==> src/rtl/fifo_serial_tx.sv <==
// fifo_serial_tx: drains bytes from a FIFO and sends each as a start/data/stop
// serial frame, LSB first, reporting per-byte completion and drain status.
module fifo_serial_tx #(
    parameter int DWIDTH       = 8,
    parameter int CLKS_PER_BIT = 4,
    parameter int CNT_W        = 8
) (
    input  logic              clk,
    input  logic              rst_n,
    input  logic              enable_i,
    input  logic [DWIDTH-1:0] fifo_data_i,
    input  logic              fifo_empty_i,
    output logic              fifo_read_o,
    output logic              tx_o,
    output logic              busy_o,
    output logic              byte_done_o,
    output logic [CNT_W-1:0]  byte_cnt_o,
    output logic              drain_done_o
);
    localparam int BIT_W = DWIDTH > 1 ? $clog2(DWIDTH) : 1;

    typedef enum logic [2:0] {IDLE, FETCH, START, DATA, STOP} state_t;

    state_t            state, state_nxt;
    logic [DWIDTH-1:0] shift_reg;
    logic [BIT_W-1:0]  bit_cnt;
    logic [7:0]        baud;
    logic              drain_q;
    logic              baud_end, last_bit;

    assign baud_end = baud == 8'(CLKS_PER_BIT - 1);
    assign last_bit = bit_cnt == BIT_W'(DWIDTH - 1);

    always_ff @(posedge clk) begin
        if (!rst_n) begin
            state      <= IDLE;
            shift_reg  <= '0;
            bit_cnt    <= '0;
            baud       <= '0;
            byte_cnt_o <= '0;
            drain_q    <= 1'b0;
        end else begin
            state   <= state_nxt;
            drain_q <= fifo_empty_i && state == IDLE;
            // baud counter restarts at every bit boundary and is held at 0 outside a frame
            baud    <= (state == IDLE || state == FETCH || baud_end) ? '0 : baud + 8'd1;
            if (state == FETCH)
                shift_reg <= fifo_data_i;
            else if (state == DATA && baud_end)
                shift_reg <= shift_reg >> 1;
            if (state != DATA)
                bit_cnt <= '0;
            else if (baud_end)
                bit_cnt <= bit_cnt + 1'b1;
            if (state == STOP && baud_end)
                byte_cnt_o <= byte_cnt_o + CNT_W'(1);
        end
    end

    always_comb begin
        state_nxt = state;
        case (state)
            IDLE:    state_nxt = (enable_i && !fifo_empty_i) ? FETCH : IDLE;
            FETCH:   state_nxt = START;
            START:   state_nxt = baud_end ? DATA : START;
            DATA:    state_nxt = (baud_end && last_bit) ? STOP : DATA;
            STOP:    state_nxt = baud_end ? IDLE : STOP;
            default: state_nxt = IDLE;
        endcase
    end

    always_comb begin
        fifo_read_o  = state == FETCH;
        busy_o       = state != IDLE;
        byte_done_o  = state == STOP && baud_end;
        tx_o         = state == START ? 1'b0 : state == DATA ? shift_reg[0] : 1'b1;
        drain_done_o = drain_q;
    end
endmodule

==> config.mk <==
export PLATFORM = sky130hd
export DESIGN_NAME = fifo_serial_tx
export DESIGN_NICKNAME = d
export VERILOG_FILES = /design/src/rtl/fifo_serial_tx.sv
export SDC_FILE = /design/constraint.sdc
export NUM_CORES = 1
export LEC_CHECK = 0
export ABC_AREA = 1
export BUFFER_PORTS_ARGS = -buffer_cell sky130_fd_sc_hd__buf_2
export CAP_MARGIN = 20
export CORE_MARGIN = 5
export CORE_UTILIZATION = 55
export DETAILED_ROUTE_END_ITERATION = 7
export PLACE_DENSITY = 0.88
export SLEW_MARGIN = 30
export SYNTH_ARGS = -nofsm -noshare
export SYNTH_HDL_FRONTEND = slang
export SYNTH_SLANG_ARGS = --single-unit
==> constraint.sdc <==
create_clock -name clk -period 1.7 [get_ports clk]
set_clock_uncertainty 0.2 [all_clocks]
set_input_delay 0.17 -clock clk [delete_from_list [all_inputs] [get_ports clk]]
set_output_delay 0.17 -clock clk [all_outputs]
set_load 0.02 [all_outputs]
* Word-level counts from Yosys, hierarchy flattened
Index checks and enable logic that the tools add are counted.
** Storage, ports and cells
- Input bits :: 12
- Flip-flop bits (word level) :: 31
- Memory bits (read-only) :: 0
- Bits in writable memories :: 0
- Output and inout bits :: 13
- Latch bits :: 0
- Logic and storage cells :: 39
- Memories :: 0
** Operators by class
- Magnitude comparators :: 0
- Reduce and logical (&&, ||, !) cells :: 13
- Divide/modulo/power cells :: 0
- Add/subtract/negate cells :: 3
- Muxes and demuxes :: 9
- Shifts and indexed selects :: 0
- Multipliers :: 0
- Eq/ne operators :: 7
- Bitwise gates (word level) :: 1
** Operator list (count)
- 8-bit by 1-bit adder with 8-bit output, second input constant :: 2
- 8-bit 2-to-1 mux :: 2
- 3-bit one-hot mux with 5 select lines :: 1
- 8-bit by 2-bit == test with 1-bit output, second input constant :: 1
- 3-bit by 2-bit == test with 1-bit output, second input constant :: 2
- 3-bit == test, second input constant :: 2
- 3-bit 2-to-1 mux :: 2
- 1-bit logical AND :: 5
- 1-bit 2-to-1 mux :: 4
- 2-bit OR reduction :: 2
- 3-bit by 1-bit adder with 3-bit output, second input constant :: 1
- 3-bit by 1-bit == test with 1-bit output, second input constant :: 1
- 3-bit logical NOT :: 1
- 3-bit by 2-bit != test with 1-bit output, second input constant :: 1
- 3-bit nonzero test :: 1
- 1-bit logical OR :: 2
- 2-bit nonzero test :: 1
- 1-bit logical NOT :: 1
- 1-bit NOT :: 1

* Longest topological paths before layout
- Depth after elaboration :: 4
- Mapped depth :: 9
- Mapped depth without buffers :: 9

* Least setup slack after synthesis
Ideal clock, no wire load.
- Path type :: register -> register
- Start point :: register baud[0]
- End point :: register baud[3]
- Clock period less this slack :: 1.498 ns
- Setup time :: 0.119 ns
- Path buffers :: 0
- Slack :: 0.202 ns
- Required time :: 1.381 ns
- Arrival :: 1.179 ns
- Cell stages (with the launch flop) :: 9
- Path through :: dfxtp_1 -> ha_1 -> nand2_1 -> nor2_2 -> nand2_2 -> nand2_2 -> inv_1 -> o21ai_1 -> nor2_1
** Between the ends
- Cells in the longest elaborated chain, start to end :: 3
- Elaborated cells on any way between the ends :: 4
- Those cells by class :: add/sub: 1; eq/ne: 1; reduce/logical: 2
** RTL lines
- start: declaration :: line 27 : logic [7:0] baud;
- start signal: assignment :: line 46 : baud <= (state == IDLE || state == FETCH || baud_end) ? '0 : baud + 8'd1;
- parallel branches: the longest is 3 deep, another holds 8-bit by 1-bit adder with 8-bit output
Several ways; the timed one is not identified.
A chain may end at the register's enable or synchronous reset.

* Final worst setup path
- Start point :: register baud[0]
- End point :: output byte_done_o
** Between the ends
- Cells in the longest elaborated chain, start to end :: 2
** RTL lines
- 8-bit by 2-bit == test with 1-bit output :: line 31 : assign baud_end = baud == 8'(CLKS_PER_BIT - 1);
- 1-bit logical AND :: line 75 : byte_done_o = state == STOP && baud_end;
- end: declaration :: line 16 : output logic byte_done_o,
Every way passes these cells.

==> flow_summary_export.csv <==
group,metric,value,unit
global_route,grt_max_degree,18,
sta,max_freq,608,MHz
run_status,status,"finished, final reports clean",
sta,slew_headroom,0.785,
final_layout,nNetsFinal,301,
global_route,grt_usage,0.175,
yosys,yosysUniqueCellTypes,26,
route,wl_per_cell,11.2,um
sta,layout_min_cycle_time,1.65,ns
floorplanning,die_height,64.0,um
setup_path,rr_startpoint,"baud[0]",
yosys,synth_nets,257,
route,highest_layer,"met4",
floorplanning,rows,19,
yosys,synth_compound_area_frac,0.0648,
global_route,grt_pass1_vias,1470,
final_layout,area_growth,24.7,%
global_route,antenna_found_initial,0,
clock_network,clkTransAtPathRegs,0.10,ns
floorplanning,ios,25,
setup_path,critPathMaxFanout,2,
floorplanning,start_util,0.576,
clock_network,clockBufferDepth,2,
setup_path,r2r-end,"shift_reg[4]",
yosys,netlist_area,0.00160,mm2
placement,io_buffers,24,
final_layout,drive_gt1_frac,0.255,
sta,hold_viol,0,
power_and_ir_drop,leakage,0.956,nW
power_and_ir_drop,ir_drop,552,uV
route,finalWirelength,3550,um
floorplanning,die-area,0.00409,mm2
min_path,hold_class,"primary input to register",
global_route,grt-ovfl-total,0,
yosys,syn_area_per_cell,6.65,um2
setup_path,cp.required,1.33,ns
placement,place_ws,0.0767,ns
setup_path,cp_slowest_cell,"dfxtp_2",
setup_path,arrival,1.28,ns
placement,finalWeightedCongestion,0.796,
global_route,grt_pass1_wl,5840,um
sta,final_min_period_over_clock_period,0.968,
floorplanning,coreArea,0.00278,mm2
yosys,synth_xor_area_frac,0.0219,
route,ant_nets,0,
final_layout,diodes,0,
route,vias,1581,
sta,tightest_slew,0.321,ns
setup_path,cp-end-kind,"primary output",
clock_network,clk_latency,0.34,ns
sta,drv_slew,0,
route,dr_wl_met3,157,um
floorplanning,die_x,64.0,um
yosys,synth_fa_ha_area_frac,0.0312,
setup_path,cp_top_family,"flip-flops",
route,drt_iter0_drc,91,
sta,finalSetupViolCount,0,
yosys,ys_ff_latch,31,
placement,hpwl,2350,um
clock_network,root_buffer,"clkbuf_4",
yosys,yosys_warnings,0,
min_path,worstHoldStart,"fifo_data_i[0]",
clock_network,cts_sinks,31,
route,wl_met1,1620,um
setup_path,crit_start,"baud[0]",
setup_path,cp_slowest_stage_delay,0.36,ns
route,drc_errors,0,
yosys,synth-simple-area-share,0.403,
min_path,hold_depth,7,
clock_network,cts_max_level,2,
power_and_ir_drop,power_density,652,mW/mm2
setup_path,path_cells,"ha_4, nand3_4, nor2_4, nand2_4, clkinv_4, buf_6",
setup_path,setup.worst_path.class,"register to primary output",
yosys,ys_seq_area_frac,0.387,
setup_path,rr_worst_depth,9,
sta,setup_ws,0.0545,ns
yosys,synth_top_family_by_area,"simple AND/OR/NAND/NOR gates",
setup_path,start_kind,"register",
setup_path,crit_buf_inv,2,
clock_network,cts_buffers,5,
setup_path,r2r_slack,0.11,ns
min_path,min_to,"shift_reg[0]",
sta,fin_tns_setup,0,ns
route,viasPerCell,4.99,
route,dr.pass1.iters,4,
run,cap_violations,0,
yosys,synth_cells,241,
route,wl_met2,1720,um
yosys,synth_mux_area_frac,0,
clock_network,cts_tree,"done",
==> how the worst max path moves through the flow <==
stage	to	slack (ns)	cells after the start
after floorplan	baud[3]	0.20	8
after global placement	shift_reg[4]	0.13	8
after detailed placement	shift_reg[5]	0.08	8
after CTS	fifo_read_o	0.02	4
after global routing	shift_reg[5]	-0.02	9
final	byte_done_o	0.05	6
==> Yosys cell counts <==
library cell / n / area share
ha_1: 4 / 0.031
or2_2: 1 / 0.0039
nor2_1: 34 / 0.080
dfxtp_1: 31 / 0.39
xor2_1: 4 / 0.022
nor2_4: 2 / 0.014
nand3b_1: 2 / 0.0094
o21ai_0: 5 / 0.016
inv_2: 7 / 0.016
o21ai_1: 1 / 0.0031
nand2_2: 3 / 0.012
nand3_1: 13 / 0.041
inv_1: 27 / 0.063
nor3b_1: 1 / 0.0047
buf_4: 1 / 0.0047
nor2_2: 2 / 0.0078
nand4_1: 2 / 0.0078
inv_6: 1 / 0.0055
clkbuf_1: 1 / 0.0023
nand2_4: 2 / 0.014
a21oi_1: 13 / 0.041
nand3_2: 1 / 0.0062
nand3_4: 1 / 0.011
nand2_1: 78 / 0.18
a21oi_2: 1 / 0.0055
nor3_1: 3 / 0.0094
==> layout by cell type, fill, tap and decap left out, types with 4 or more instances in the layout <==
| cell | count |
|---|---|
| xor2_1 | 4 |
| a21oi_1 | 13 |
| inv_1 | 27 |
| nand2_1 | 77 |
| buf_2 | 23 |
| dfxtp_2 | 4 |
| clkbuf_4 | 5 |
| o21ai_0 | 5 |
| buf_4 | 12 |
| dfxtp_1 | 27 |
| nor2_4 | 4 |
| nor2_1 | 31 |
| nand3_1 | 13 |
| inv_2 | 6 |
==> kinds of logic (layout without fill, tap and decap cells) <==
kind of cell,after synthesis,count (layout)
compound gates,20,20
simple gates,145,145
flops,31,31
fa+ha+maj,4,4
xor+xnor,4,4
buf+inv,37,82
==> layer usage <==
metal  track usage  vias to the layer above
li1              -                      833
met3        0.0525                        8
met1         0.217                      711
met5             0                        -
met4        0.0649                        0
met2         0.285                       29
==> report_power, final <==
| group | leakage, nW | switching, mW | internal, mW |
|---|---|---|---|
| combinational | 0.674 | 0.0838 | 0.0581 |
| clock | 0.0293 | 0.246 | 0.161 |
| sequential | 0.253 | 0.0120 | 0.742 |
| total | 0.956 | 0.342 | 0.961 |
==> worst reg2reg max path, stage by stage (launching register included) <==
cell and delay, ns:
dfxtp_2 0.36, ha_4 0.15, buf_4 0.11, nand2_1 0.09
nor2_4 0.15, nand3_4 0.13, buf_4 0.17, nand3_1 0.06
nand2_1 0.05, nor2_1 0.07
==> stage by stage <==
stage           util  instances  power, mW  area, um2  hold WS (ns)
6_report       0.718        317       1.30       2000        0.0245
5_1_grt        0.718        317       1.38       2000        0.0605
4_1_cts        0.681        310       1.29       1890        0.0191
3_5_place_dp   0.632        295      0.886       1760         0.232
3_3_place_gp   0.632        295      0.883       1760         0.226
2_1_floorplan      -        241      0.851       1600        0.0904
==> cell type report <==
| cell class | instances | area [um2] |
|---|---|---|
| flip-flops and latches | 31 | 626 |
| clock buffers | 7 | 45.0 |
| repair buffers | 39 | 246 |
| fillers | 206 | 783 |
| well taps | 31 | 38.8 |
| inverters | 35 | 139 |
| multi-input cells | 173 | 898 |
| clock inverters | 1 | 5.00 |
==> timing repair <==
action	CTS	global route
hold buffers	3	0
buffers inserted	4	7
endpoints found under the hold margin	7	0
setup endpoints to repair	2	14
resized for setup	10	11
pin swaps	4	5
(Power assumes the default switching activity.)
